## config.mk

```make
export PLATFORM = sky130hd
export DESIGN_NAME = fetch_unit
export DESIGN_NICKNAME = d
export VERILOG_FILES = /design/src/rtl/cpu_pkg.sv /design/src/rtl/fetch_unit_if_id_reg.sv /design/src/rtl/fetch_unit.sv
export SDC_FILE = /design/constraint.sdc
export NUM_CORES = 1
export LEC_CHECK = 0
export ABC_AREA = 1
export ABC_CLOCK_PERIOD_IN_PS = 2300
export CAP_MARGIN = 20
export CORE_ASPECT_RATIO = 0.9
export CORE_MARGIN = 2
export CORE_UTILIZATION = 49
export CTS_CLUSTER_SIZE = 8
export DETAILED_ROUTE_END_ITERATION = 12
export HOLD_SLACK_MARGIN = 0.08
export PLACE_DENSITY = 0.81
export SLEW_MARGIN = 20
export SYNTH_ARGS = -nofsm -noshare
export SYNTH_HDL_FRONTEND = slang
export SYNTH_SLANG_ARGS = --single-unit
export TNS_END_PERCENT = 1
```

## constraint.sdc

```tcl
create_clock -name CLK -period 2.3 [get_ports CLK]
set_input_delay 0.46 -clock CLK [delete_from_list [all_inputs] [get_ports CLK]]
set_output_delay 0.46 -clock CLK [all_outputs]
set_load 0.01 [all_outputs]
```

## src/rtl/cpu_pkg.sv

```systemverilog
`default_nettype none
// ============================================================================
//  Module      : cpu_pkg
//  Description : Shared definitions for the 16-bit five-stage pipeline:
//                datapath/field widths, the default bubble instruction, the
//                fetch FSM state type and a sign-extension helper.
//  Revision    : 1.0 - initial release
// ============================================================================
package cpu_pkg;

    localparam int PC_W  = 16;   // program counter / instruction width
    localparam int OFF_W = 9;    // J-type jump offset field
    localparam int IMM_W = 6;    // branch immediate field (signed)

    localparam logic [PC_W-1:0] NOP_INSTR_DEFAULT = 16'h0000;

    typedef enum logic [1:0] {
        ST_BOOT  = 2'd0,
        ST_RUN   = 2'd1,
        ST_FLUSH = 2'd2
    } fetch_state_t;

    // Sign-extend the branch immediate to the PC width.
    function automatic logic [PC_W-1:0] sext_imm(input logic [IMM_W-1:0] imm);
        return {{(PC_W-IMM_W){imm[IMM_W-1]}}, imm};
    endfunction

endpackage
`default_nettype wire

```

## src/rtl/fetch_unit_if_id_reg.sv

```systemverilog
`default_nettype none
// ============================================================================
//  Module      : if_id_reg
//  Description : IF/ID pipeline register. Carries a valid bit, the fetched
//                instruction and its PC. Bubble has priority over load; with
//                neither asserted the register holds.
//  Ports       : CLK, RST_n (sync active-low), i_load, i_bubble,
//                i_instr/i_pc (data in), o_valid/o_instr/o_pc (register out)
//  Revision    : 1.0 - initial release
// ============================================================================
module if_id_reg
    import cpu_pkg::*;
#(
    parameter logic [PC_W-1:0] NOP_INSTR = NOP_INSTR_DEFAULT
) (
    input  logic            CLK,
    input  logic            RST_n,
    input  logic            i_load,
    input  logic            i_bubble,
    input  logic [PC_W-1:0] i_instr,
    input  logic [PC_W-1:0] i_pc,
    output logic            o_valid,
    output logic [PC_W-1:0] o_instr,
    output logic [PC_W-1:0] o_pc
);

    logic            r_valid;
    logic [PC_W-1:0] r_instr;
    logic [PC_W-1:0] r_pc;

    always_ff @(posedge CLK) begin
        if (!RST_n || i_bubble) begin
            r_valid <= 1'b0;
            r_instr <= NOP_INSTR;
            r_pc    <= '0;
        end else if (i_load) begin
            r_valid <= 1'b1;
            r_instr <= i_instr;
            r_pc    <= i_pc;
        end
    end

    assign o_valid = r_valid;
    assign o_instr = r_instr;
    assign o_pc    = r_pc;

endmodule
`default_nettype wire

```

## src/rtl/fetch_unit.sv

```systemverilog
`default_nettype none
// ============================================================================
//  Module      : fetch_unit
//  Description : Instruction-fetch stage. Owns PC and return register RR,
//                selects the next PC (sequential / jump / branch / return /
//                loop), applies hazard stalls and squashes the wrong-path
//                instruction with a single bubble on a redirect.
//  Ports       : CLK, RST_n (sync active-low)
//                imem_addr/imem_data  - external combinational instruction memory
//                stall                - hazard hold
//                jmp_valid/jmp_offset, call_valid, br_taken/br_imm,
//                ret_valid, loop_valid/loop_target - redirect requests from ID
//                if_id_valid/if_id_instr/if_id_pc  - IF/ID register
//                rr                   - return register
//                redirect             - redirect accepted this cycle
//  Revision    : 1.0 - initial release
// ============================================================================
module fetch_unit
    import cpu_pkg::*;
#(
    parameter logic [PC_W-1:0] NOP_INSTR = NOP_INSTR_DEFAULT,
    parameter logic [PC_W-1:0] RESET_PC  = 16'h0000
) (
    input  logic              CLK,
    input  logic              RST_n,
    output logic [PC_W-1:0]   imem_addr,
    input  logic [PC_W-1:0]   imem_data,
    input  logic              stall,
    input  logic              jmp_valid,
    input  logic [OFF_W-1:0]  jmp_offset,
    input  logic              call_valid,
    input  logic              br_taken,
    input  logic [IMM_W-1:0]  br_imm,
    input  logic              ret_valid,
    input  logic              loop_valid,
    input  logic [PC_W-1:0]   loop_target,
    output logic              if_id_valid,
    output logic [PC_W-1:0]   if_id_instr,
    output logic [PC_W-1:0]   if_id_pc,
    output logic [PC_W-1:0]   rr,
    output logic              redirect
);

    fetch_state_t    r_state;
    fetch_state_t    w_state_nxt;
    logic [PC_W-1:0] r_pc;
    logic [PC_W-1:0] r_rr;

    logic            w_redirect;
    logic            w_call_take;
    logic [PC_W-1:0] w_target;
    logic [PC_W-1:0] w_pc_nxt;
    logic            w_pc_en;
    logic            w_ifid_load;
    logic            w_ifid_bubble;

    // ------------------------------------------------------------------
    // Redirect qualification and target selection. Requests from decode
    // only mean something when ID holds a real instruction.
    // ------------------------------------------------------------------
    assign w_redirect = !stall && if_id_valid &&
                        (loop_valid || ret_valid || br_taken || jmp_valid);

    // A call only commits when the jump is the winning redirect source.
    assign w_call_take = w_redirect && call_valid && jmp_valid &&
                         !loop_valid && !ret_valid && !br_taken;

    always_comb begin
        w_target = {if_id_pc[PC_W-1:OFF_W], jmp_offset};
        if (loop_valid) begin
            w_target = loop_target;
        end else if (ret_valid) begin
            w_target = r_rr;
        end else if (br_taken) begin
            w_target = if_id_pc + sext_imm(br_imm);
        end
    end

    // ------------------------------------------------------------------
    // FSM: state register
    // ------------------------------------------------------------------
    always_ff @(posedge CLK) begin
        if (!RST_n) begin
            r_state <= ST_BOOT;
        end else begin
            r_state <= w_state_nxt;
        end
    end

    // ------------------------------------------------------------------
    // FSM: next-state logic. Stall freezes the state, including FLUSH.
    // ------------------------------------------------------------------
    always_comb begin
        w_state_nxt = r_state;
        if (!stall) begin
            case (r_state)
                ST_BOOT:  w_state_nxt = ST_RUN;
                ST_RUN:   w_state_nxt = w_redirect ? ST_FLUSH : ST_RUN;
                // IF/ID is a bubble here, so no redirect can be accepted.
                ST_FLUSH: w_state_nxt = ST_RUN;
                default:  w_state_nxt = ST_BOOT;
            endcase
        end
    end

    // ------------------------------------------------------------------
    // FSM: output logic (PC / IF/ID control)
    // ------------------------------------------------------------------
    always_comb begin
        w_pc_en       = 1'b0;
        w_pc_nxt      = r_pc + 16'd1;
        w_ifid_load   = 1'b0;
        w_ifid_bubble = 1'b0;
        if (!stall) begin
            case (r_state)
                ST_BOOT, ST_FLUSH: begin
                    w_pc_en     = 1'b1;
                    w_ifid_load = 1'b1;
                end
                ST_RUN: begin
                    w_pc_en = 1'b1;
                    if (w_redirect) begin
                        w_pc_nxt      = w_target;
                        w_ifid_bubble = 1'b1;
                    end else begin
                        w_ifid_load   = 1'b1;
                    end
                end
                default: begin
                    w_pc_en = 1'b0;
                end
            endcase
        end
    end

    // ------------------------------------------------------------------
    // PC and return register
    // ------------------------------------------------------------------
    always_ff @(posedge CLK) begin
        if (!RST_n) begin
            r_pc <= RESET_PC;
            r_rr <= '0;
        end else begin
            if (w_pc_en) begin
                r_pc <= w_pc_nxt;
            end
            if (w_call_take) begin
                r_rr <= if_id_pc + 16'd1;
            end
        end
    end

    if_id_reg #(
        .NOP_INSTR (NOP_INSTR)
    ) u_if_id_reg (
        .CLK      (CLK),
        .RST_n    (RST_n),
        .i_load   (w_ifid_load),
        .i_bubble (w_ifid_bubble),
        .i_instr  (imem_data),
        .i_pc     (r_pc),
        .o_valid  (if_id_valid),
        .o_instr  (if_id_instr),
        .o_pc     (if_id_pc)
    );

    assign imem_addr = r_pc;
    assign rr        = r_rr;
    assign redirect  = w_redirect;

endmodule
`default_nettype wire

```

==> flow_summary.toml <==
[outcome]
outcome = "finished, final reports clean"

[synthesis]
ys_async_sr_fraction = 0
yosys.cell_types.count = 38
ys.flop_type = "dfxtp_1"
post_synth_inst_count = 685
ys_ff_latch = 67
part_of_the_yosys_area_used_for_sequential_elements = 0.304
syn_area_per_cell_um2 = 6.43
yosys_warns = 0
synth_fp_nets = 758
netlist_area_mm2 = 0.00441
synth-edff-count = 0

[cells_and_area]
drive_above_1_share = 0.123
postLayoutCellArea_mm2 = 0.00630
insertedDiodeCount = 0
layout.cells.non_filler = 966
nets = 915
num-fill-cells = 722
layout-area-overhead-vs-synth_pct = 43.0

[pwr]
power.density_mw_per_mm2 = 481
power.switching_fraction = 0.317
portion_of_total_power_attributed_to_the_clock_network = 0.301
part_of_the_total_power_dissipated_in_sequential_elements = 0.424
internal_power_w = 0.00207
finalPower_w = 0.00303
power.leakage_nw = 2.75
max_ir_drop_vdd_uv = 435
pwr-share-comb = 0.276
power.switching_w = 0.000962

[placement]
number_of_buffers_inserted_by_port_buffering = 120
gp_routability_congestion = 0.925
hpwl_um = 11500
placed_cell_area_mm2 = 0.00605
placement.setup.worst_slack_ps = -365
numPlacedInstances = 949

[floorplanning]
fp-row-count = 32
die_x_um = 104
placeableCoreArea_mm2 = 0.00865
height_of_the_die_um = 94.0
top_level_ports = 121
initial_utilization = 0.510
fp.dieArea_mm2 = 0.00977

[routing]
route.detailed.drc = 0
via_count = 5335
detailedRoute.firstPassIterationCount = 5
ant_nets = 0
drt-initial-drc-count = 329
drt_wirelength_um = 15200
viasPerCell = 5.52
detail_route.wl_per_cell_um = 15.7

[grt]
first_pass_grt_wire_length_um = 24700
grt_pass1_vias = 5336
antenna_found_initial = 0
gr-total-overflow = 0
grt_max_degree = 29
groute.usage.overall = 0.317

[timing]
timing.final.max_slew_violations = 0
timing.final.ws_setup_ps = 120
finalClockSkew_ps = 9.27
final_min_period_over_clock_period = 0.948
period_minus_slack_ps = 2180
fin_worst_hold_slack_ps = 466
timing.max_slew.rel_slack = 0.698
max_freq_ghz = 0.459
setup_viol = 0
tightest_slew_ps = 452
rsz_0062_raised_after_global_routing = "yes"
hold_viol_final = 0

[worst_setup_path]
crit_arrival_ps = 2430
critPathKind = "input port to flop"
setup.worst_path.start_class = "input port"
worst_ep_required_time_ps = 2550
critPathCaptureType = "flop"
crit_fanout = 3

[cts]
path_clk_slew_ps = 70
cts_buffer_count = 9
cts.path.max_buffers = 2
tritoncts_num_sinks = 67
clock_tree.root_cell = "clkbuf_8"
worstSkewPairLatency_ps = 360
buffers_inserted_during_post_cts_setup_optimization = 0
tritoncts = "yes"
htreeDepth = 3

[flow_run]
cap_violations = 0

[worst_hold_path]
hold_path_class = "flop to flop"
sequential cells by signal (all words and copies together) (netlist names):
signal               flops
imem_addr               16
r_state                  2
rr                      16
u_if_id_reg.o_instr     16
u_if_id_reg.o_pc        16
u_if_id_reg.o_valid      1
area by class of cell:
type / instances / area [um^2] / area share
multi-input cells: 523 / 2750 / 0.436
repair buffers: 173 / 1630 / 0.258
flip-flops and latches: 67 / 1340 / 0.213
inverters: 68 / 255 / 0.0405
clock buffers: 12 / 155 / 0.0246
well taps: 119 / 149 / 0.0236
clock inverters: 4 / 25.0 / 0.00397
critical path: stages:
cell             delay [ps]
clkdlybuf4s50_1         410
ha_2                    200
fa_2                    340
nand2_1                  80
nand2_1                  80
and2_1                  180
a21oi_1                 170
xnor2_1                  90
o21ai_1                 140
nand3_1                  90
a21oi_1                 130
nor2_1                   50
cells in the mapped netlist, types with 7 or more instances:
master    number  area, um^2
inv_1         58         218
o21ai_0       38         190
inv_2          9        33.8
o211ai_1       7        52.6
dfxtp_1       67        1340
xnor2_1        7        61.3
buf_2          9        45.0
nor2_1        61         229
nand2_1      204         766
nor3_1         8        40.0
xor2_1        18         158
ha_1          17         213
clkbuf_1      16        60.1
nand3_1       31         155
a211oi_1      10        75.1
a21oi_1       81         405
metal layers:
layer / vias up / wire length, um / GRT usage
met1: 2412 / 5720 / 0.355
met2: 311 / 7180 / 0.554
li1: 2552 / - / -
met4: 0 / 646 / 0.161
met5: - / 0 / 0
met3: 60 / 1630 / 0.0922
power groups by stage:
stage	clock, W	combinational, W	sequential [W]
after global routing	0.000961	0.000920	0.00129
after floorplan	0	0.000375	0.00132
after CTS	0.000919	0.000814	0.00128
final	0.000911	0.000836	0.00128
after detailed placement	0	0.000808	0.00131
after global placement	0	0.000790	0.00130
repair_timing:
| action | 4_1_cts | 5_1_grt |
|---|---|---|
| setup endpoints to repair | 1 | 10 |
| pin swaps | 0 | 1 |
| resized for setup | 3 | 14 |
| cloned | 0 | 1 |
| endpoints found under the hold margin | 0 | 0 |
| hold buffers | 0 | 0 |
per-stage QoR:
stage	TNS, ps	utilization
after floorplan	0	-
after global placement	-5140	0.700
after detailed placement	-6280	0.700
after CTS	0	0.721
after global routing	-38.8	0.729
final	0	0.729
path summary, 6_finish.rpt:
check                           endpoint              startpoint  slack (ps)  cells after the start
setup / recovery            imem_addr[8]               br_imm[0]         120                     12
hold / removal    u_if_id_reg.o_instr[4]  u_if_id_reg.o_instr[4]         470                      2
setup reg to reg                  rr[15]     u_if_id_reg.o_pc[1]         290                     10
hold reg to reg   u_if_id_reg.o_instr[4]  u_if_id_reg.o_instr[4]         470                      2
layout by cell type, fill, tap and decap left out, types with 3 or more instances in the layout:
cell / n
o211ai_1: 7
xnor2_1: 7
inv_2: 9
inv_1: 58
ha_4: 3
nand2_1: 201
nand3_1: 31
nand3b_1: 3
clkdlybuf4s50_1: 117
nor2_1: 60
o21ai_1: 7
nor2_2: 4
nor3_2: 3
ha_1: 13
nor3_1: 7
a21oi_1: 81
a21oi_2: 3
nand4_1: 3
dfxtp_1: 67
o21ai_0: 37
nand2_2: 6
clkbuf_8: 11
buf_4: 50
a211oi_1: 10
xor2_1: 18
kinds of logic after synthesis:
kind of cell | share of synthesized area
AO/OA/AOI/OAI | 0.187
XOR/XNOR | 0.0497
adder cells (fa/ha/maj) | 0.0528
buffers and inverters | 0.0852
flip-flops | 0.304
AND/OR/NAND/NOR | 0.321
Note: power is estimated with default switching activity, not from simulation.
